## config.mk

```make
export PLATFORM = sky130hd
export DESIGN_NAME = gray_step_monitor
export DESIGN_NICKNAME = d
export VERILOG_FILES = /design/src/rtl/gray_step_monitor.sv
export SDC_FILE = /design/constraint.sdc
export NUM_CORES = 1
export LEC_CHECK = 0
export ABC_AREA = 1
export ABC_CLOCK_PERIOD_IN_PS = 4000
export BUFFER_PORTS_ARGS = -buffer_cell sky130_fd_sc_hd__buf_4
export CORE_MARGIN = 8
export CORE_UTILIZATION = 52
export CTS_CLUSTER_SIZE = 16
export DETAILED_ROUTE_END_ITERATION = 8
export GPL_TIMING_DRIVEN = 0
export HOLD_SLACK_MARGIN = 0.03
export PLACE_DENSITY = 0.8
export SLEW_MARGIN = 20
export SYNTH_ARGS = -nofsm -noshare
export SYNTH_HDL_FRONTEND = slang
export SYNTH_SLANG_ARGS = --single-unit
```

## constraint.sdc

```tcl
create_clock -name clk -period 4 [get_ports clk]
set_input_delay 0.8 -clock clk [delete_from_list [all_inputs] [get_ports clk]]
set_output_delay 0.8 -clock clk [all_outputs]
set_load 0.02 [all_outputs]
```

## src/rtl/gray_step_monitor.sv

```systemverilog
// Decodes a Gray-coded sample stream to binary and classifies each step as repeat, good
// (single-bit) or bad (multi-bit), tracking direction, a saturating error count and lock state.
module gray_step_monitor #(
    parameter int N        = 8,
    parameter int LOCK_CNT = 4,
    parameter int ERR_W    = 16
) (
    input  logic             clk,
    input  logic             reset,
    input  logic [N-1:0]     gray_in,
    input  logic             gray_valid,
    input  logic             err_clr,
    output logic [N-1:0]     bin_out,
    output logic             bin_valid,
    output logic             dir,
    output logic             step_err,
    output logic [ERR_W-1:0] err_count,
    output logic             locked
);

    localparam int RUN_W = $clog2(LOCK_CNT + 1);
    localparam logic [RUN_W-1:0] RUN_MAX = RUN_W'(LOCK_CNT);

    typedef enum logic [1:0] {UNLOCKED, LOCKING, LOCKED} state_t;

    state_t           state, state_n;
    logic [RUN_W-1:0] run, run_n;
    logic [N-1:0]     s1_gray;
    logic             s1_valid;
    logic [N-1:0]     prev_gray, prev_n;
    logic [N-1:0]     bin_new, bin_prev, bin_n;
    logic [N-1:0]     diff;
    logic             is_repeat, is_good, is_bad;
    logic             dir_n, step_err_n, bin_valid_n;
    logic [ERR_W-1:0] err_n;

    function automatic logic [N-1:0] gray2bin(input logic [N-1:0] g);
        logic [N-1:0] b;
        b[N-1] = g[N-1];
        for (int i = N - 2; i >= 0; i--) begin
            b[i] = b[i+1] ^ g[i];
        end
        return b;
    endfunction

    assign bin_new   = gray2bin(s1_gray);
    assign bin_prev  = gray2bin(prev_gray);
    assign diff      = s1_gray ^ prev_gray;
    assign is_repeat = (diff == '0);
    assign is_good   = $onehot(diff);
    assign is_bad    = !is_repeat && !is_good;
    assign locked    = (state == LOCKED);

    always_comb begin
        state_n     = state;
        run_n       = run;
        prev_n      = prev_gray;
        bin_n       = bin_out;
        dir_n       = dir;
        step_err_n  = 1'b0;
        bin_valid_n = 1'b0;
        err_n       = err_count;
        if (s1_valid) begin
            bin_valid_n = 1'b1;
            bin_n       = bin_new;
            prev_n      = s1_gray;
            if (state == UNLOCKED) begin
                // First sample after reset only seeds the comparison history.
                state_n = LOCKING;
                run_n   = '0;
            end else if (is_bad) begin
                step_err_n = 1'b1;
                run_n      = '0;
                state_n    = LOCKING;
                if (err_count != '1) begin
                    err_n = ERR_W'(err_count + 1'b1);
                end
            end else if (is_good) begin
                dir_n = (bin_new == N'(bin_prev + 1'b1));
                if (run < RUN_MAX) begin
                    run_n = RUN_W'(run + 1'b1);
                end
                if (run_n == RUN_MAX) begin
                    state_n = LOCKED;
                end
            end
        end
        // Clear takes priority over an increment landing on the same edge.
        if (err_clr) begin
            err_n = '0;
        end
    end

    always_ff @(posedge clk) begin
        if (reset) begin
            s1_gray   <= '0;
            s1_valid  <= 1'b0;
            prev_gray <= '0;
            run       <= '0;
            state     <= UNLOCKED;
            bin_out   <= '0;
            bin_valid <= 1'b0;
            dir       <= 1'b0;
            step_err  <= 1'b0;
            err_count <= '0;
        end else begin
            s1_gray   <= gray_in;
            s1_valid  <= gray_valid;
            prev_gray <= prev_n;
            run       <= run_n;
            state     <= state_n;
            bin_out   <= bin_n;
            bin_valid <= bin_valid_n;
            dir       <= dir_n;
            step_err  <= step_err_n;
            err_count <= err_n;
        end
    end

endmodule

```

# --- Word-level counts from Yosys, hierarchy flattened ---
# Index checks and enable logic that the tools add are counted.
word_totals:
  ff_bits: 49
  input_bits: 12
  out_inout_bits: 28
  wordCells: 71
op_classes:
  n_addsub: 10
  magnitude_cmp: 1
  eq_ne: 5
  mux: 14
  bitwise: 18
  reduce_logical: 13
ops:
  columns: ["op", "count"]
  rows:
  - ["$mux 3", 8]
  - ["$add 16x1->16 const B", 1]
  - ["$ne 16x16->1 const B", 1]
  - ["$xor 1x1->1", 14]
  - ["$add 1x1->2", 4]
  - ["$add 8x1->8 const B", 1]
  - ["$eq 8x8->1", 1]
  - ["$logic_not 8->1", 1]
  - ["$mux 2", 4]
  - ["$reduce_and 4->1", 2]
  - ["$xor 8x8->8", 1]
  - ["$add 2x2->3", 2]
  - ["$reduce_bool 3->1", 2]
  - ["$add 3x3->4", 1]
  - ["$eq 4x1->1 const B", 1]
  - ["$add 3x1->3 const B", 1]
  - ["$eq 3x3->1 const B", 1]
  - ["$lt 3x3->1 const B", 1]
  - ["$not 1->1", 3]
  - ["$reduce_and 3->1", 1]
  - ["$reduce_or 3->1", 1]
  - ["$eq 2x2->1 const B", 1]
  - ["$logic_not 1->1", 2]
  - ["$logic_not 2->1", 1]
  - ["4 further kinds", 5]

# --- Longest topological paths before layout ---
# Gate-level depths: netlist (run 1).
logic_depth:
  word_depth: 15
  depth_mapped: 27
  mapped_depth_nobuf: 27

# --- Least setup slack after synthesis (run 1) ---
# No wires, ideal clock.
synth_path:
  path_type: "reg2reg"
  from: "reg s1_gray[1]"
  to: "reg state[0]"
  setup_ns: 0.128
  arrival_time_ns: 3.790
  t_required_ns: 3.872
  setup_slack_ns: 0.082
  stages_incl_launch_ff: 21
  path_buffers: 0
  period_less_slack_ns: 3.918
  path_cell_list: "dfxtp_1 -> xnor2_1 -> inv_1 -> fa_1 -> inv_1 -> fa_1 -> fa_1 -> inv_1 -> ha_1 -> inv_1 -> fa_1 -> inv_1 -> nand2_1 -> a211oi_1 -> nor2_1 -> nor2_1 -> inv_1 -> a31oi_1 -> nand2_1 -> nand2_1 -> a21oi_2"
synth_between:
  elab_chain_cells: 9
  elab_cells_between_ends: 14
  cone_classes: "add/sub (3); eq/ne (1); mux (2); bitwise (1); reduce/logical (7)"
synth_lines:
  columns: ["item", "line_no", "text"]
  rows:
  - ["from (decl)", "28", "logic [N-1:0] s1_gray;"]
  - ["from (signal assigned)", "107", "s1_gray <= gray_in;"]
  - ["$xor 8x8->8 (*)", "48", "assign diff = s1_gray ^ prev_gray;"]
  - ["$add 1x1->2 (not written as such)", "50", "assign is_good = $onehot(diff);"]
  - ["$add 2x2->3 (not written as such)", "50", null]
  - ["$add 3x3->4 (not written as such)", "50", null]
  - ["$eq 4x1->1", "50", null]
  - ["$logic_not 1->1", "51", "assign is_bad = !is_repeat && !is_good;"]
  - ["$logic_and 1x1->1", "51", null]
  - ["$reduce_bool 3->1 (no line) / $mux 2 (equally long branches)", null, null]
  - ["$reduce_and 3->1 (no line) / $mux 2 (equally long branches)", null, null]
  - ["to (signal assigned)", "111", "state <= state_n;"]
  - ["to (decl)", "26", "state_t state, state_n;"]
# Mark *: on every way between the ends. The rest lies on a longest branch, timed or not.
# A chain may end at the register's enable or synchronous reset.

# --- Final worst setup path (run 1) ---
layout_path:
  from: "reg prev_gray[1]"
  to: "reg err_count[5]"
layout_between:
  elab_chain_cells: 8
  elab_cells_between_ends: 10
  cone_classes: "add/sub (3); eq/ne (1); bitwise (1); reduce/logical (5)"
layout_lines:
  columns: ["item", "line_no", "text"]
  rows:
  - ["from (decl)", "30", "logic [N-1:0] prev_gray, prev_n;"]
  - ["from (signal assigned)", "109", "prev_gray <= prev_n;"]
  - ["$xor 8x8->8 (*)", "48", null]
  - ["$add 1x1->2 (not written as such)", "50", null]
  - ["$add 2x2->3 (not written as such)", "50", null]
  - ["$add 3x3->4 (not written as such)", "50", null]
  - ["$eq 4x1->1", "50", null]
  - ["$logic_not 1->1", "51", null]
  - ["$logic_and 1x1->1 (*)", "51", null]
  - ["$reduce_and 4->1 (no line) (*)", null, null]
  - ["to (signal assigned)", "116", "err_count <= err_n;"]
  - ["to (decl)", "17", "output logic [ERR_W-1:0] err_count,"]
# Marks and branches as above.

==> results of run 1 <==
report_power, final:
group / switching [mW] / internal (mW) / leakage, nW / total [mW]
Sequential: 0.0180 / 0.497 / 0.396 / 0.515
Combinational: 0.294 / 0.228 / 1.31 / 0.523
Clock: 0.176 / 0.142 / 0.0516 / 0.318
Total: 0.488 / 0.867 / 1.76 / 1.36
critical path, delay by kind of cell, from the launching register on:
family	cells	cell delay (ns)
xor gates and xnor gates	1	0.17
DFF	1	0.37
buffers and inverters	8	0.68
AOI/OAI and AO/OA	2	0.27
adders and majority gates	5	1.93
and+or+nand+nor	6	0.51
cell families (layout without fill, tap and decap cells):
family / Yosys count / in the layout
simple gates: 166 / 166
compound gates: 58 / 58
fa+ha+maj: 16 / 16
xor+xnor: 23 / 23
buf+inv: 82 / 149
flops: 48 / 48
flip-flops by register name, summed over array words and instances, names as in the netlist:
signal	cells
bin_valid	1
step_err	1
dir	1
state	2
err_count	16
prev_gray	7
bin_out	8
s1_valid	1
s1_gray	8
run	3
per-stage QoR:
stage	util (%)	hold slack [ns]	setup TNS, ns
floorplan	-	0.4480	0
global placement	59.93	0.4640	-0.6552
detailed placement	59.93	0.4683	-2.417
CTS	64.98	0.4824	0
global route	69.40	0.5084	-1.793
finish	69.40	0.4765	-0.008001
worst paths after layout:
| path | startpoint | end | depth (start not counted) |
|---|---|---|---|
| min | state[1] | state[1] | 2 |
| max | prev_gray[1] | err_count[5] | 22 |
| min reg2reg | state[1] | state[1] | 2 |
| max reg2reg | prev_gray[1] | err_count[5] | 22 |
per-layer routing:
layer  vias up  routed length (µm)
li1       1377                   -
met1      1330                3294
met2        93                3803
met3        21                 362
met4         0                 191
met5         -                   0
repair_timing:
item / 4_1_cts / 5_1_grt
gates resized for setup: 15 / 55
pin swaps: 3 / 9
endpoints found under the setup margin: 22 / 22
gates cloned: 0 / 1
setup buffers: 15 / 5
cell usage in the layout, fill, tap and decap left out, types with 6 or more instances in the layout:
master and count:
a21oi_1 18, clkbuf_8 6, nor3_1 11, nand2_2 9, a21oi_2 12, nand2_4 11
nand3_1 22, buf_4 55, nand2_1 58, xnor2_1 9, inv_2 6, ha_1 11
nor2_1 31, nand3_2 9, dfxtp_1 41, inv_1 65, clkbuf_1 6, xor2_1 10
o21ai_0 17
cell type report:
| class | count | area, µm² |
|---|---|---|
| Tap cell | 72 | 90.09 |
| Clock inverter | 2 | 13.76 |
| Fill cell | 413 | 1654 |
| Clock buffer | 6 | 82.58 |
| Timing Repair Buffer | 59 | 475.5 |
| Sequential cell | 48 | 974.7 |
| Inverter | 72 | 277.8 |
| Buffer | 10 | 63.81 |
| Multi-Input combinational cell | 263 | 1773 |
==> key figures, run 1 <==
Synthesis
  • Simple-Gate Fraction of Synth Area: around 29%
  • Compound-Gate Fraction of Synth Area: approximately 11%
  • Syn_area_per_cell: 7.288 µm²
  • Synth unique cells: 34
  • Seq/Total Area, Yosys: ~34%
  • Most instantiated cells after synthesis: inv_1, nand2_1, dfxtp_1, nor2_1, a21oi_1
  • Synth Cell Area: roughly 2900 µm²
  • Largest cells by area after synthesis: dfxtp_1, inv_1, nand2_1, ha_1, a21oi_1
  • Synth Area in Adders: around 8.0%
  • Syn Inst Count: just under 400
  • Syn_nets: approximately 420
  • Leading area contributor after synthesis: dfxtp_1
  • XOR/XNOR Fraction of Synth Area: 7.034%
  • Yosys top cell area share: between 30% and 40%
  • Top_reg_cell synth: dfxtp_1
  • Count of state elements after synthesis: 48
  • Most common cell in the netlist: inv_1
  • Post-synth EDFFs: 0
  • Mux cell area share after synthesis: 0%
  • Largest family of logic cells by synthesized area: simple AND/OR/NAND/NOR gates
  • FFs w/ async S/R, synth: 0%
  • Warnings, synthesis: 0

Run
  • Max Cap Viol: 0

CTS
  • Root buf cell: clkbuf_8
  • CTS tree: built
  • Later-pin clock latency in the skew report: roughly 0.30 ns
  • Clock buffer count from CTS: 5
  • Clk buf depth: 2
  • CTS Hold Bufs: 0
  • CTS H-tree lvls: 2
  • Sink Count: between 40 and 50
  • CTS clk-pin slew, worst paths: 0.10 ns

Timing
  • Clock skew: between 0.008 and 0.009 ns
  • Final WS setup: -0.008001 ns
  • Final hold viol count: 0
  • Slew @ Worst Pin: 0.8571 ns
  • Final setup violation count: 1
  • RSZ-0062 raised after global routing: true
  • F_max: 249.5 MHz
  • Final Critical Period: 4.008 ns
  • Pins Over Slew Limit: 0
  • Final worst path period share: 100.2%
  • Max-slew headroom: between 40 and 50%

Global routing
  • Met2 Usage GRT: 29.14%
  • First-pass GRT wire length: 12.01 mm
  • M1 GR Usage: approximately a fifth
  • Vias in the first global route: around 2,700
  • Largest net degree at the start of global routing: 16
  • Gr ovfl total: 0
  • GRT Max-Usage Layer: met2
  • Global routing usage on met3: 3.159%
  • GR Util All Layers: 17.30%
  • Initial antenna violation count: 0

Detailed routing
  • Via count: roughly 2,800
  • Drt pass-1 iters: 5
  • Routed len/inst: between 10 and 15 µm
  • Vias per cell: between 5 and 6
  • DRT antenna net count: 0
  • DRC errors left: 0
  • Final WL: approximately 7.7 mm
  • DRT iter0 DRCs: 190

Placement
  • Pre-CTS setup slack: -0.3284 ns
  • DP HPWL: between 5 and 6 mm
  • I/O Buffers: 38
  • Final GP Congestion: 0.9122
  • Placed Instances: 503
  • Placement Cell Area: 3239 µm²

Power and ir drop
  • Power density over cell area: 361.3 nW/µm²
  • Peak VDD IR: between 0.2 and 0.25 mV
  • Total Power: 1.355 mW
  • Leakage: 1.760 nW

Worst setup path
  • Crit Path Max Fanout: 7
  • Largest stage delay on the critical path: 0.50 ns
  • Startpoint type of the worst setup path: register
  • Crit path kind: reg2reg
  • R2R setup slack: -0.008 ns
  • Crit. End Element: register
  • Worst EP required: about 4.2 ns
  • WP data arrival: roughly 4.2 ns
  • Critical-path cell list: xnor2_2 > inv_1 > fa_1 > inv_1 > fa_1 > fa_1 > inv_1 > ha_2 > inv_2 > fa_2 > inv_2 > nand2_2 > a211oi_2 > nor2_1 > nor2_2 > buf_6 > nor2_4 > nand3_4 > inv_8 > clkbuf_16 > a21oi_2 > nor2_1
  • CP max stage cell: fa_1

Finish
  • Area Overhead vs Synth: 30.97%
  • Nets: roughly 490
  • ANT cells: 0
  • Non-Filler Instances: ~530
  • Finished Cell Area: between 3000 and 4000 µm²
  • Share of layout cells above drive strength 1: between 30% and 40%

Floorplan
  • Num rows: 27
  • Die H: between 90 and 100 µm
  • Core area: between 5000 and 6000 µm²
  • DIE AREA: between 8000 and 9000 µm²
  • Die Wd: 90.22 µm
  • Ports: 40
  • Initial core utilization: a little over half

Run status
  • Violated checks: setup timing
  • Run status: finished, violations left

Hold path
  • Hold WC Path Type: reg2reg
Note: power is estimated with default switching activity, not from simulation.
==> inputs of run 2 (changes only) <==
--- a/config.mk
+++ b/config.mk
@@ -8,14 +8,13 @@
 export ABC_AREA = 1
 export ABC_CLOCK_PERIOD_IN_PS = 4000
 export BUFFER_PORTS_ARGS = -buffer_cell sky130_fd_sc_hd__buf_4
-export CORE_MARGIN = 8
+export CORE_MARGIN = 10
 export CORE_UTILIZATION = 52
 export CTS_CLUSTER_SIZE = 16
 export DETAILED_ROUTE_END_ITERATION = 8
 export GPL_TIMING_DRIVEN = 0
 export HOLD_SLACK_MARGIN = 0.03
 export PLACE_DENSITY = 0.8
-export SLEW_MARGIN = 20
 export SYNTH_ARGS = -nofsm -noshare
 export SYNTH_HDL_FRONTEND = slang
 export SYNTH_SLANG_ARGS = --single-unit
==> run 2 against run 1 <==
Compared with the run above: the run still ends with setup timing left; clock skew is 0.00099 ns lower; sequential share of layout area grew 0.38 points; cell count decreased by 2.6%; largest power group is now registers; worst hold slack gained 0.014 ns.
==> key figures, run 2 (same netlist as run 1, synthesis figures left out) <==
Run status
  • Run status: finished, violations left (unchanged)
  • Violated checks: setup timing (unchanged)

Timing
  • Slew @ Worst Pin: 0.7679 ns (was 0.8571 ns)
  • Final Critical Period: 4.088 ns (was 4.008 ns)
  • Max-slew headroom: 48.41% (was 42.42%)
  • Clock skew: 0.007627 ns (was 0.008620 ns)
  • Final Hold Slack: 0.4900 ns (was 0.4765 ns)
  • Final setup TNS: -0.5576 ns (was -0.008001 ns)
  • F_max: 244.6 MHz (was 249.5 MHz)
  • Final worst path period share: 102.2% (was 100.2%)
  • RSZ-0062 raised after global routing: true (unchanged)
  • Pins Over Slew Limit: 0 (unchanged)
  • Final setup violation count: 12 (was 1)
  • Final WS setup: -0.08786 ns (was -0.008001 ns)
  • Final hold viol count: 0 (unchanged)

Worst setup path
  • Crit. End Element: register (unchanged)
  • Startpoint type of the worst setup path: register (unchanged)
  • Largest stage delay on the critical path: 0.51 ns (was 0.50 ns)
  • Worst EP required: 4.21 ns (about the same)
  • Crit path kind: reg2reg (unchanged)
  • Crit Path Max Fanout: 7 (unchanged)
  • Buf/Inv on CP: 7 (was 8)
  • Critical-path cell list: xnor2_4 > inv_2 > fa_1 > inv_1 > fa_1 > fa_1 > inv_1 > ha_2 > inv_2 > fa_2 > inv_2 > nand2_2 > a211oi_2 > nor2_1 > nor2_2 > nor2_2 > nand3_4 > inv_8 > buf_8 > a21oi_2 > nor2_1 (was xnor2_2 > inv_1 > fa_1 > inv_1 > fa_1 > fa_1 > inv_1 > ha_2 > inv_2 > fa_2 > inv_2 > nand2_2 > a211oi_2 > nor2_1 > nor2_2 > buf_6 > nor2_4 > nand3_4 > inv_8 > clkbuf_16 > a21oi_2 > nor2_1)
  • WP data arrival: 4.29 ns (was 4.22 ns)
  • Largest delay share family, worst path: adder cells (unchanged)
  • CP max stage cell: fa_1 (unchanged)

Detailed routing
  • Final WL: 7.823 mm (was 7.651 mm)
  • Routed len/inst: 15.10 µm (was 14.38 µm)
  • DRT iter0 DRCs: 220 (was 190)
  • Drt pass-1 iters: 4 (was 5)
  • DRT antenna net count: 0 (unchanged)
  • Via count: 2,761 (was 2,821)
  • Vias per cell: 5.330 (was 5.303)
  • DRC errors left: 0 (unchanged)

CTS
  • Clk buf depth: 2 (unchanged)
  • Later-pin clock latency in the skew report: 0.31 ns (was 0.30 ns)
  • CTS Hold Bufs: 0 (unchanged)
  • Root buf cell: clkbuf_8 (unchanged)
  • CTS tree: built (unchanged)
  • CTS H-tree lvls: 2 (unchanged)
  • Sink Count: 48 (unchanged)
  • CTS clk-pin slew, worst paths: 0.09 ns (was 0.10 ns)
  • Clock buffer count from CTS: 5 (unchanged)

Global routing
  • Vias in the first global route: 2,630 (was 2,718)
  • GR Util All Layers: 15.64% (was 17.30%)
  • Initial antenna violation count: 0 (unchanged)
  • Gr ovfl total: 0 (unchanged)
  • Largest net degree at the start of global routing: 15 (was 16)
  • First-pass GRT wire length: 11.59 mm (was 12.01 mm)

Power and ir drop
  • Gate power share: 36.3% (was 38.6%)
  • Peak VDD IR: 0.2827 mV (was 0.2007 mV)
  • Power density over cell area: 351.0 nW/µm² (was 361.3 nW/µm²)
  • Switching share of total power: 36.90% (was 36.02%)
  • P_int: 0.8178 mW (was 0.8671 mW)
  • Clock power frac: 23.9% (was 23.5%)
  • Register share of total power: 39.8% (was 38.0%)
  • Leakage: 1.717 nW (was 1.760 nW)
  • Sw power: 0.4783 mW (was 0.4882 mW)
  • Total Power: 1.296 mW (was 1.355 mW)

Placement
  • I/O Buffers: 38 (unchanged)
  • Placement Cell Area: 3237 µm² (was 3239 µm²)
  • Pre-CTS setup slack: -0.4377 ns (was -0.3284 ns)
  • Placed Instances: 501 (was 503)
  • Final GP Congestion: 0.9098 (was 0.9122)
  • DP HPWL: 5.249 mm (was 5.088 mm)

Finish
  • Non-Filler Instances: 518 (was 532)
  • Commonest cells after routing, fill and taps aside: inv_1, nand2_1, buf_4 (unchanged)
  • ANT cells: 0 (unchanged)
  • Finished Cell Area: 3692 µm² (was 3751 µm²)
  • Most common cell after layout, fill and taps aside: inv_1 (unchanged)
  • Largest register FFs: 16 (unchanged)
  • Nets: 475 (was 487)
  • Most flops, register: err_count (unchanged)
  • Area Overhead vs Synth: 28.92% (was 30.97%)
  • # fillers: 380 (was 413)
  • Largest registers: err_count (16), bin_out (8), s1_gray (8) (unchanged)
  • Final Util: 70.50% (was 69.40%)
  • Share of layout cells above drive strength 1: 31.03% (was 31.96%)

Floorplan
  • Die H: 94.22 µm (was 90.22 µm)
  • Ports: 40 (unchanged)
  • Core area: 5238 µm² (was 5405 µm²)
  • DIE AREA: 8876 µm² (was 8139 µm²)
  • Die Wd: 94.22 µm (was 90.22 µm)
  • Num rows: 26 (was 27)
  • Initial core utilization: 54.68% (was 52.99%)

Hold path
  • Hold WC Path Type: reg2reg (unchanged)

Run
  • Max Cap Viol: 0 (unchanged)
-- run 2: power groups by stage --
stage                     registers, mW  logic [mW]  clock network, mW
final                             0.516       0.470              0.310
after global placement            0.523       0.363                  0
after detailed placement          0.524       0.383                  0
after floorplan                   0.529       0.288                  0
after CTS                         0.514       0.421              0.313
after global routing              0.518       0.513              0.325
-- run 2: cell type report --
cell class	instances	area (µm²)	area share, %
plain buffers	10	63.81	1.728
clock buffers	7	86.33	2.338
clock inverters	1	7.507	0.2033
inverters	72	277.8	7.523
multi-input cells	263	1804	48.86
flip-flops and latches	48	973.4	26.36
well taps	70	87.58	2.372
repair buffers	47	391.6	10.61
-- run 2: worst paths after layout --
kind | start | end | slack (ns) | cells past startpoint
setup / recovery | prev_gray[1] | err_count[5] | -0.09 | 21
hold / removal | state[0] | state[0] | 0.49 | 2
hold reg to reg | state[0] | state[0] | 0.49 | 2
setup reg to reg | prev_gray[1] | err_count[5] | -0.09 | 21
-- run 2: worst register-to-register path: cells and delay by family, from the launching register on --
kind | cells | cell delay (ns)
xor gates and xnor gates | 1 | 0.17
and+or+nand+nor | 6 | 0.70
buffers and inverters | 7 | 0.52
DFF | 1 | 0.38
AOI/OAI and AO/OA | 2 | 0.31
adders and majority gates | 5 | 1.94
-- run 2: timing repair --
item / 4_1_cts / 5_1_grt
setup buffers: 4 / 3
gates cloned: 0 / 2
setup endpoints to repair: 22 / 22
pin swaps: 3 / 11
gates resized for setup: 16 / 59
hold endpoints to repair: 0 / 0
-- run 2: routing by layer --
metal  global-route usage (%)  share of wire, %
met3                    3.437               5.7
met4                    4.177               1.3
met1                    19.26                43
met2                    26.60                50
met5                        0                 0
